**config.mk**
```make
export PLATFORM = sky130hd
export DESIGN_NAME = interleaver_seq_ctrl_flat
export DESIGN_NICKNAME = d
export VERILOG_FILES = /design/src/rtl/interleaver_seq_ctrl_pkg.sv /design/src/rtl/interleaver_seq_ctrl_if.sv /design/src/rtl/interleaver_seq_ctrl_ind_gen.sv /design/src/rtl/interleaver_seq_ctrl.sv /design/src/flat_wrapper.sv
export SDC_FILE = /design/constraint.sdc
export NUM_CORES = 1
export LEC_CHECK = 0
export CORE_MARGIN = 5
export CORE_UTILIZATION = 34
export DETAILED_ROUTE_END_ITERATION = 7
export PLACE_DENSITY = 0.62
export SLEW_MARGIN = 10
export SYNTH_ARGS = -nofsm -noshare
export SYNTH_HDL_FRONTEND = slang
export SYNTH_SLANG_ARGS = --single-unit
export TNS_END_PERCENT = 5
```
**constraint.sdc**
```tcl
create_clock -name CLOCK_50 -period 5.4 [get_ports CLOCK_50]
set_clock_uncertainty 0.1 [all_clocks]
set_input_delay 1.08 -clock CLOCK_50 [delete_from_list [all_inputs] [get_ports CLOCK_50]]
set_output_delay 1.08 -clock CLOCK_50 [all_outputs]
set_load 0.02 [all_outputs]
```
**src/rtl/interleaver_seq_ctrl_pkg.sv**
```systemverilog
// Shared constants, FSM encoding and block-size helpers for the interleaver
// sequencing controller.
package interleaver_seq_ctrl_pkg;

  localparam int unsigned IND_W    = 14;
  localparam int unsigned BCNT_W   = 10;
  localparam int unsigned K_SMALL  = 1056;
  localparam int unsigned K_LARGE  = 6144;
  localparam int unsigned NB_SMALL = 132;
  localparam int unsigned NB_LARGE = 768;

  typedef enum logic [2:0] {
    S_IDLE,
    S_LOAD,
    S_WAIT,
    S_STREAM,
    S_DONE
  } state_t;

  function automatic int unsigned nbytes_of(input logic k_sel);
    return k_sel ? NB_LARGE : NB_SMALL;
  endfunction

  function automatic int unsigned kbits_of(input logic k_sel);
    return k_sel ? K_LARGE : K_SMALL;
  endfunction

endpackage

```
**src/rtl/interleaver_seq_ctrl_if.sv**
```systemverilog
// Byte-load and bit-stream handshake bundle between the controller and its
// surroundings (byte source upstream, serial sink downstream).
interface interleaver_seq_ctrl_if #(
  parameter int unsigned IND_W = interleaver_seq_ctrl_pkg::IND_W
);
  logic             byte_valid;
  logic             byte_ready;
  logic             shift_en;
  logic             ready_in;
  logic             out_valid;
  logic [IND_W-1:0] mux_ind;

  // master: environment side; slave: the controller itself
  modport master (
    output byte_valid, ready_in,
    input  byte_ready, shift_en, out_valid, mux_ind
  );

  modport slave (
    input  byte_valid, ready_in,
    output byte_ready, shift_en, out_valid, mux_ind
  );
endinterface

```
**src/rtl/interleaver_seq_ctrl_ind_gen.sv**
```systemverilog
// Bit-index counter: counts 0..K-1 while enabled, flags the terminal index.
module ind_gen_ctrl
  import interleaver_seq_ctrl_pkg::*;
#(
  parameter int unsigned IND_W = interleaver_seq_ctrl_pkg::IND_W
) (
  input  logic             clk,
  input  logic             rst_n,
  input  logic             en,
  input  logic             clr,
  input  logic             k_sel,
  output logic [IND_W-1:0] ind,
  output logic             tc
);

  logic [IND_W-1:0] last;

  assign last = IND_W'(kbits_of(k_sel) - 1);
  assign tc   = (ind == last);

  // Wrapping to zero on the terminal step keeps the index within 0..K-1.
  always_ff @(posedge clk or negedge rst_n) begin
    if (!rst_n)
      ind <= '0;
    else if (clr || (en && tc))
      ind <= '0;
    else if (en)
      ind <= ind + 1'b1;
  end

endmodule

```
**src/rtl/interleaver_seq_ctrl.sv**
```systemverilog
// Sequencing controller: loads one block of bytes, waits for the remap to
// settle, then streams bit indices 0..K-1 to the output muxes.
module interleaver_seq_ctrl
  import interleaver_seq_ctrl_pkg::*;
#(
  parameter int unsigned IND_W  = interleaver_seq_ctrl_pkg::IND_W,
  parameter int unsigned BCNT_W = interleaver_seq_ctrl_pkg::BCNT_W
) (
  input  logic                    CLOCK_50,
  input  logic                    KEY_0,
  input  logic                    k_size_6144,
  input  logic                    abort,
  interleaver_seq_ctrl_if.slave   bus,
  output logic                    k_lat,
  output logic                    block_done,
  output logic [2:0]              state_led
);

  state_t              state, state_nxt;
  logic [BCNT_W-1:0]   bcnt, bcnt_nxt, nb_last;
  logic                k_lat_nxt;
  logic                accept;
  logic                ind_en, ind_clr, ind_tc;
  logic [IND_W-1:0]    mux_ind;

  assign bus.byte_ready = (state == S_IDLE) || (state == S_LOAD);
  assign accept         = bus.byte_valid && bus.byte_ready;
  assign bus.shift_en   = accept;
  assign bus.out_valid  = (state == S_STREAM);
  assign bus.mux_ind    = mux_ind;
  assign block_done     = (state == S_DONE);
  assign state_led      = {state == S_STREAM, state == S_WAIT, state == S_LOAD};

  assign nb_last = BCNT_W'(nbytes_of(k_lat) - 1);
  assign ind_en  = (state == S_STREAM) && bus.ready_in;
  assign ind_clr = abort || (state != S_STREAM);

  ind_gen_ctrl #(
    .IND_W (IND_W)
  ) u_ind_gen (
    .clk   (CLOCK_50),
    .rst_n (KEY_0),
    .en    (ind_en),
    .clr   (ind_clr),
    .k_sel (k_lat),
    .ind   (mux_ind),
    .tc    (ind_tc)
  );

  always_ff @(posedge CLOCK_50 or negedge KEY_0) begin
    if (!KEY_0) begin
      state <= S_IDLE;
      bcnt  <= '0;
      k_lat <= 1'b0;
    end else begin
      state <= state_nxt;
      bcnt  <= bcnt_nxt;
      k_lat <= k_lat_nxt;
    end
  end

  always_comb begin
    state_nxt = state;
    bcnt_nxt  = bcnt;
    k_lat_nxt = k_lat;
    unique case (state)
      S_IDLE: begin
        if (accept) begin
          k_lat_nxt = k_size_6144;
          if (nbytes_of(k_size_6144) == 1) begin
            state_nxt = S_WAIT;
            bcnt_nxt  = '0;
          end else begin
            state_nxt = S_LOAD;
            bcnt_nxt  = BCNT_W'(1);
          end
        end
      end
      S_LOAD: begin
        if (accept) begin
          if (bcnt == nb_last) begin
            state_nxt = S_WAIT;
            bcnt_nxt  = '0;
          end else begin
            bcnt_nxt  = bcnt + 1'b1;
          end
        end
      end
      S_WAIT: begin
        if (bus.ready_in)
          state_nxt = S_STREAM;
      end
      S_STREAM: begin
        if (bus.ready_in && ind_tc)
          state_nxt = S_DONE;
      end
      S_DONE: begin
        state_nxt = S_IDLE;
      end
      default: begin
        state_nxt = S_IDLE;
      end
    endcase
    // Abort overrides every transition above, including last byte / last bit.
    if (abort) begin
      state_nxt = S_IDLE;
      bcnt_nxt  = '0;
    end
  end

endmodule
```
**src/flat_wrapper.sv**
```systemverilog
// flat-port wrapper written by rule: the top's interface ports become plain ports
module interleaver_seq_ctrl_flat import interleaver_seq_ctrl_pkg::*;
#(
  parameter int unsigned IND_W  = interleaver_seq_ctrl_pkg::IND_W,
  parameter int unsigned BCNT_W = interleaver_seq_ctrl_pkg::BCNT_W
)
  (CLOCK_50, KEY_0, k_size_6144, abort, k_lat, block_done, state_led, bus_byte_valid, bus_ready_in, bus_byte_ready, bus_shift_en, bus_out_valid, bus_mux_ind);
  interleaver_seq_ctrl_if #(.IND_W(IND_W)) bus_i ();
  input  logic CLOCK_50;
  input  logic KEY_0;
  input  logic k_size_6144;
  input  logic abort;
  output logic k_lat;
  output logic block_done;
  output logic [2:0] state_led;
  input wire logic [$bits(bus_i.byte_valid)-1:0] bus_byte_valid;
  input wire logic [$bits(bus_i.ready_in)-1:0] bus_ready_in;
  output wire logic [$bits(bus_i.byte_ready)-1:0] bus_byte_ready;
  output wire logic [$bits(bus_i.shift_en)-1:0] bus_shift_en;
  output wire logic [$bits(bus_i.out_valid)-1:0] bus_out_valid;
  output wire logic [$bits(bus_i.mux_ind)-1:0] bus_mux_ind;
  assign bus_i.byte_valid = bus_byte_valid;
  assign bus_i.ready_in = bus_ready_in;
  assign bus_byte_ready = bus_i.byte_ready;
  assign bus_shift_en = bus_i.shift_en;
  assign bus_out_valid = bus_i.out_valid;
  assign bus_mux_ind = bus_i.mux_ind;
  interleaver_seq_ctrl #(.IND_W(IND_W), .BCNT_W(BCNT_W)) u_core (.CLOCK_50(CLOCK_50), .KEY_0(KEY_0), .k_size_6144(k_size_6144), .abort(abort), .bus(bus_i), .k_lat(k_lat), .block_done(block_done), .state_led(state_led));
endmodule
```
==> impl_results.md <==
* Run status: finished clean
* Proportion of synthesized chip area in sequential cells at 0.4298
* Post-synthesis simple-gate area fraction at 0.3039
* Leakage power total at 0.0007460 uW
* Effective utilization at floorplan at 0.3475
* Area of the mapped netlist at 1630 um^2
* Worst path arrival time at 2.53 ns
* Vias in the first global route at 1328
* Count of flip-flops with a built-in enable after synthesis at 0
* Sequential Power Share at 0.469
* Largest fanout of any net on the critical path at 5
* Cell type with the highest aggregate area in the netlist: dfrtp_1
* HP Class: flip-flop to flip-flop
* IO Pins at 28
* Multiplexer share of the synthesized area at 0.006907
* Arithmetic-cell share of the synthesized area counting full adders, half adders and majority gates at 0.01535
* Count of antenna-violating nets left after detailed routing at 0
* Critical Path RT at 4.22 ns
* Critical Path Max Stage Delay at 0.64 ns
* Count of unique library cells instantiated by Yosys at 45
* Wire length after detailed routing at 3642 um
* Share of synthesized registers carrying an async set or reset at 1.000
* Post-cts sizing count at 0
* Count of buffers added by post-CTS timing repair for setup at 0
* Peak supply drop at 0.0001150 V
* Total power per unit cell area at 252.8 nW/um^2
* Area share of the largest cell type after synthesis at 0.4298
* Cell types occupying the most area after synthesis: dfrtp_1, nor2_1, xnor2_1
* Max-slew violation count at 0
* Floorplan die width at 79.25 um
* Share of power burned in combinational logic at 0.197
* Hold Fails Final Rpt at 0
* Worst slew pin tran at 0.7185 ns
* Worst slew slack as a fraction of its limit at 0.5192
* Clock group share of total power at 0.334
* Routed length per instance at 14.01 um
* Max frequency at 269.7 MHz
* Synth Area per Inst at 8.909 um^2
* Share of the clock period used by the worst path after layout at 0.6866
* Flops & latches, synth at 28
* Clk slew on worst S/H paths at 0.10 ns
* Total Power at 504.8 uW
* R2R setup slack at 3.30 ns
* Overall overflow remaining after global route at 0
* CTS max path bufs at 2
* Post-synth top cells: dfrtp_1, nor2_1, nand2_1
* Total Negative Setup Slacks at 0 ns
* Switching power as a share of total power at 0.2802
* Via total after detailed routing at 1380
* Latest clock arrival within the worst-skew pair at 0.28 ns
* Number of buffers inserted by port buffering at 27
* 1st-iter DRT viols at 60
* Full die area at 6280 um^2
* Main combinational cell family by area after synthesis: simple AND/OR/NAND/NOR gates
* Type of origin of the critical path: input pin
* DR pass1 iterations at 4
* Net count after synthesis at 191
* Final critical path time including I/O delays and setup at 3.708 ns
* Buffer type at the clock tree root: clkbuf_8
* Net count of the finished layout at 215
* Proportion of layout cells with a drive suffix above 1 at 0.07767
* RSZ-0062 raised after global routing: no
* Post-synthesis compound-gate area fraction at 0.1205
* Area growth syn-to-layout at 22.49%
* Core region area at 4692 um^2
* Clock Sink Count at 28
* Count of max-cap constraint violations at 0
* Yosys warnings at 0
* Synth Instances at 183
* Setup violators final at 0
* Die boundary height at 79.25 um
* Estimated wirelength of the detail-placed design at 2601 um
* Switching power of the nets at 141.4 uW
* Fillcell total at 475
* Cell internal power dissipation at 363.4 uW
* Area of all placed cells without fillers at 1997 um^2
* Number of antenna repair diodes at 0
* Placer congestion estimate at 0.7599
* CTS Hold Bufs at 0
* Via/cell ratio at 5.308
* Initial antenna violation count at 0
* Master of the slowest instance on the critical path: clkdlybuf4s50_1
* Cell chain of the critical path: clkdlybuf4s50_1 > and2_1 > clkdlybuf4s50_1
* Crit end category: primary output
* Final core area utilization at 0.4256
* Row count at 25
* Dominant register cell in the synthesized netlist: dfrtp_1
* Clock tree from TritonCTS: done
* Tot GR Track Use at 0.1260
* Post-Synth XOR/XNOR Area at 0.06984
* First-pass GRT wire length at 6334 um
* Max H-tree Level at 1
* Number of buffers created by CTS at 3
* DRC violation count after routing at 0
* Dominant cell type by count on the critical path: clkdlybuf4s50_1
* Critical path type: input pin to primary output
* Post-DP Area at 1926 um^2
* Maximum number of pins on one net before global-route repair at 29
routing by layer:
| layer | wire length (um) | global-route usage |
|---|---|---|
| met3 | 119 | 0.01927 |
| met4 | 55 | 0.05155 |
| met5 | 0 | 0 |
| met2 | 1636 | 0.1944 |
| met1 | 1831 | 0.1755 |
power by group through the flow:
stage	combinational (uW)	clock [uW]	sequential, uW
after detailed placement	102	0	242
after floorplan	68.5	0	235
after CTS	102	175	238
after global placement	101	0	242
after global routing	110	180	240
final	99.6	168	237
logic make-up after synthesis:
kind of cell | count (synthesis)
adder cells (fa/ha/maj) | 2
XOR/XNOR | 13
AND/OR/NAND/NOR | 92
flip-flops | 28
multiplexers | 1
AO/OA/AOI/OAI | 28
buffers and inverters | 19
registers in the layout (all words and copies together) (netlist names):
name	flops
u_core.state	3
u_core.u_ind_gen.ind	14
u_core.bcnt	10
u_core.k_lat	1
worst paths after layout:
kind | cells after the start | start | to
worst min-delay path | 2 | u_core.bcnt[1] | u_core.bcnt[1]
worst max register to register | 5 | u_core.u_ind_gen.ind[6] | u_core.state[0]
worst max-delay path | 3 | bus_byte_valid | bus_shift_en
worst min register to register | 2 | u_core.bcnt[1] | u_core.bcnt[1]
min in group asynchronous | 2 | KEY_0 | u_core.bcnt[1]
max in group asynchronous | 2 | KEY_0 | u_core.u_ind_gen.ind[1]
final cells by class:
type / instances / area, um^2 / area share
Tap cell: 54 / 67.56 / 0.03383
Timing Repair Buffer: 28 / 277.8 / 0.1391
Clock buffer: 3 / 41.29 / 0.02068
Inverter: 10 / 37.54 / 0.01880
Sequential cell: 28 / 700.7 / 0.3509
Clock inverter: 1 / 30.03 / 0.01504
Multi-Input combinational cell: 136 / 842.1 / 0.4217
cell usage in the layout, fill, tap and decap left out, types with 3 or more instances in the layout:
cell,instances
inv_1,9
and3_1,4
nand2_1,17
nand3_1,10
or4_1,3
nor2_1,28
xor2_1,3
xnor2_1,10
a31oi_1,5
nand2b_1,3
o22ai_1,3
clkbuf_8,3
and4_1,3
o21ai_0,5
dfrtp_1,28
clkdlybuf4s50_1,27
a21oi_1,3
nor3_1,8
worst max-delay path, delay by kind of cell:
family | cells | cell delay [ns]
buffers and inverters | 2 | 1.19
and+or+nand+nor | 1 | 0.26
per-stage QoR:
| step | hold slack, ns | std cells | worst slack, ns |
|---|---|---|---|
| global placement | 0.4173 | 256 | 1.723 |
| floorplan | 0.3905 | 183 | 2.754 |
| global route | 0.4824 | 260 | 1.606 |
| CTS | 0.4582 | 260 | 1.681 |
| detailed placement | 0.4346 | 256 | 1.681 |
| finish | 0.4513 | 260 | 1.692 |
No activity file was read; power rests on OpenSTA's default activity.
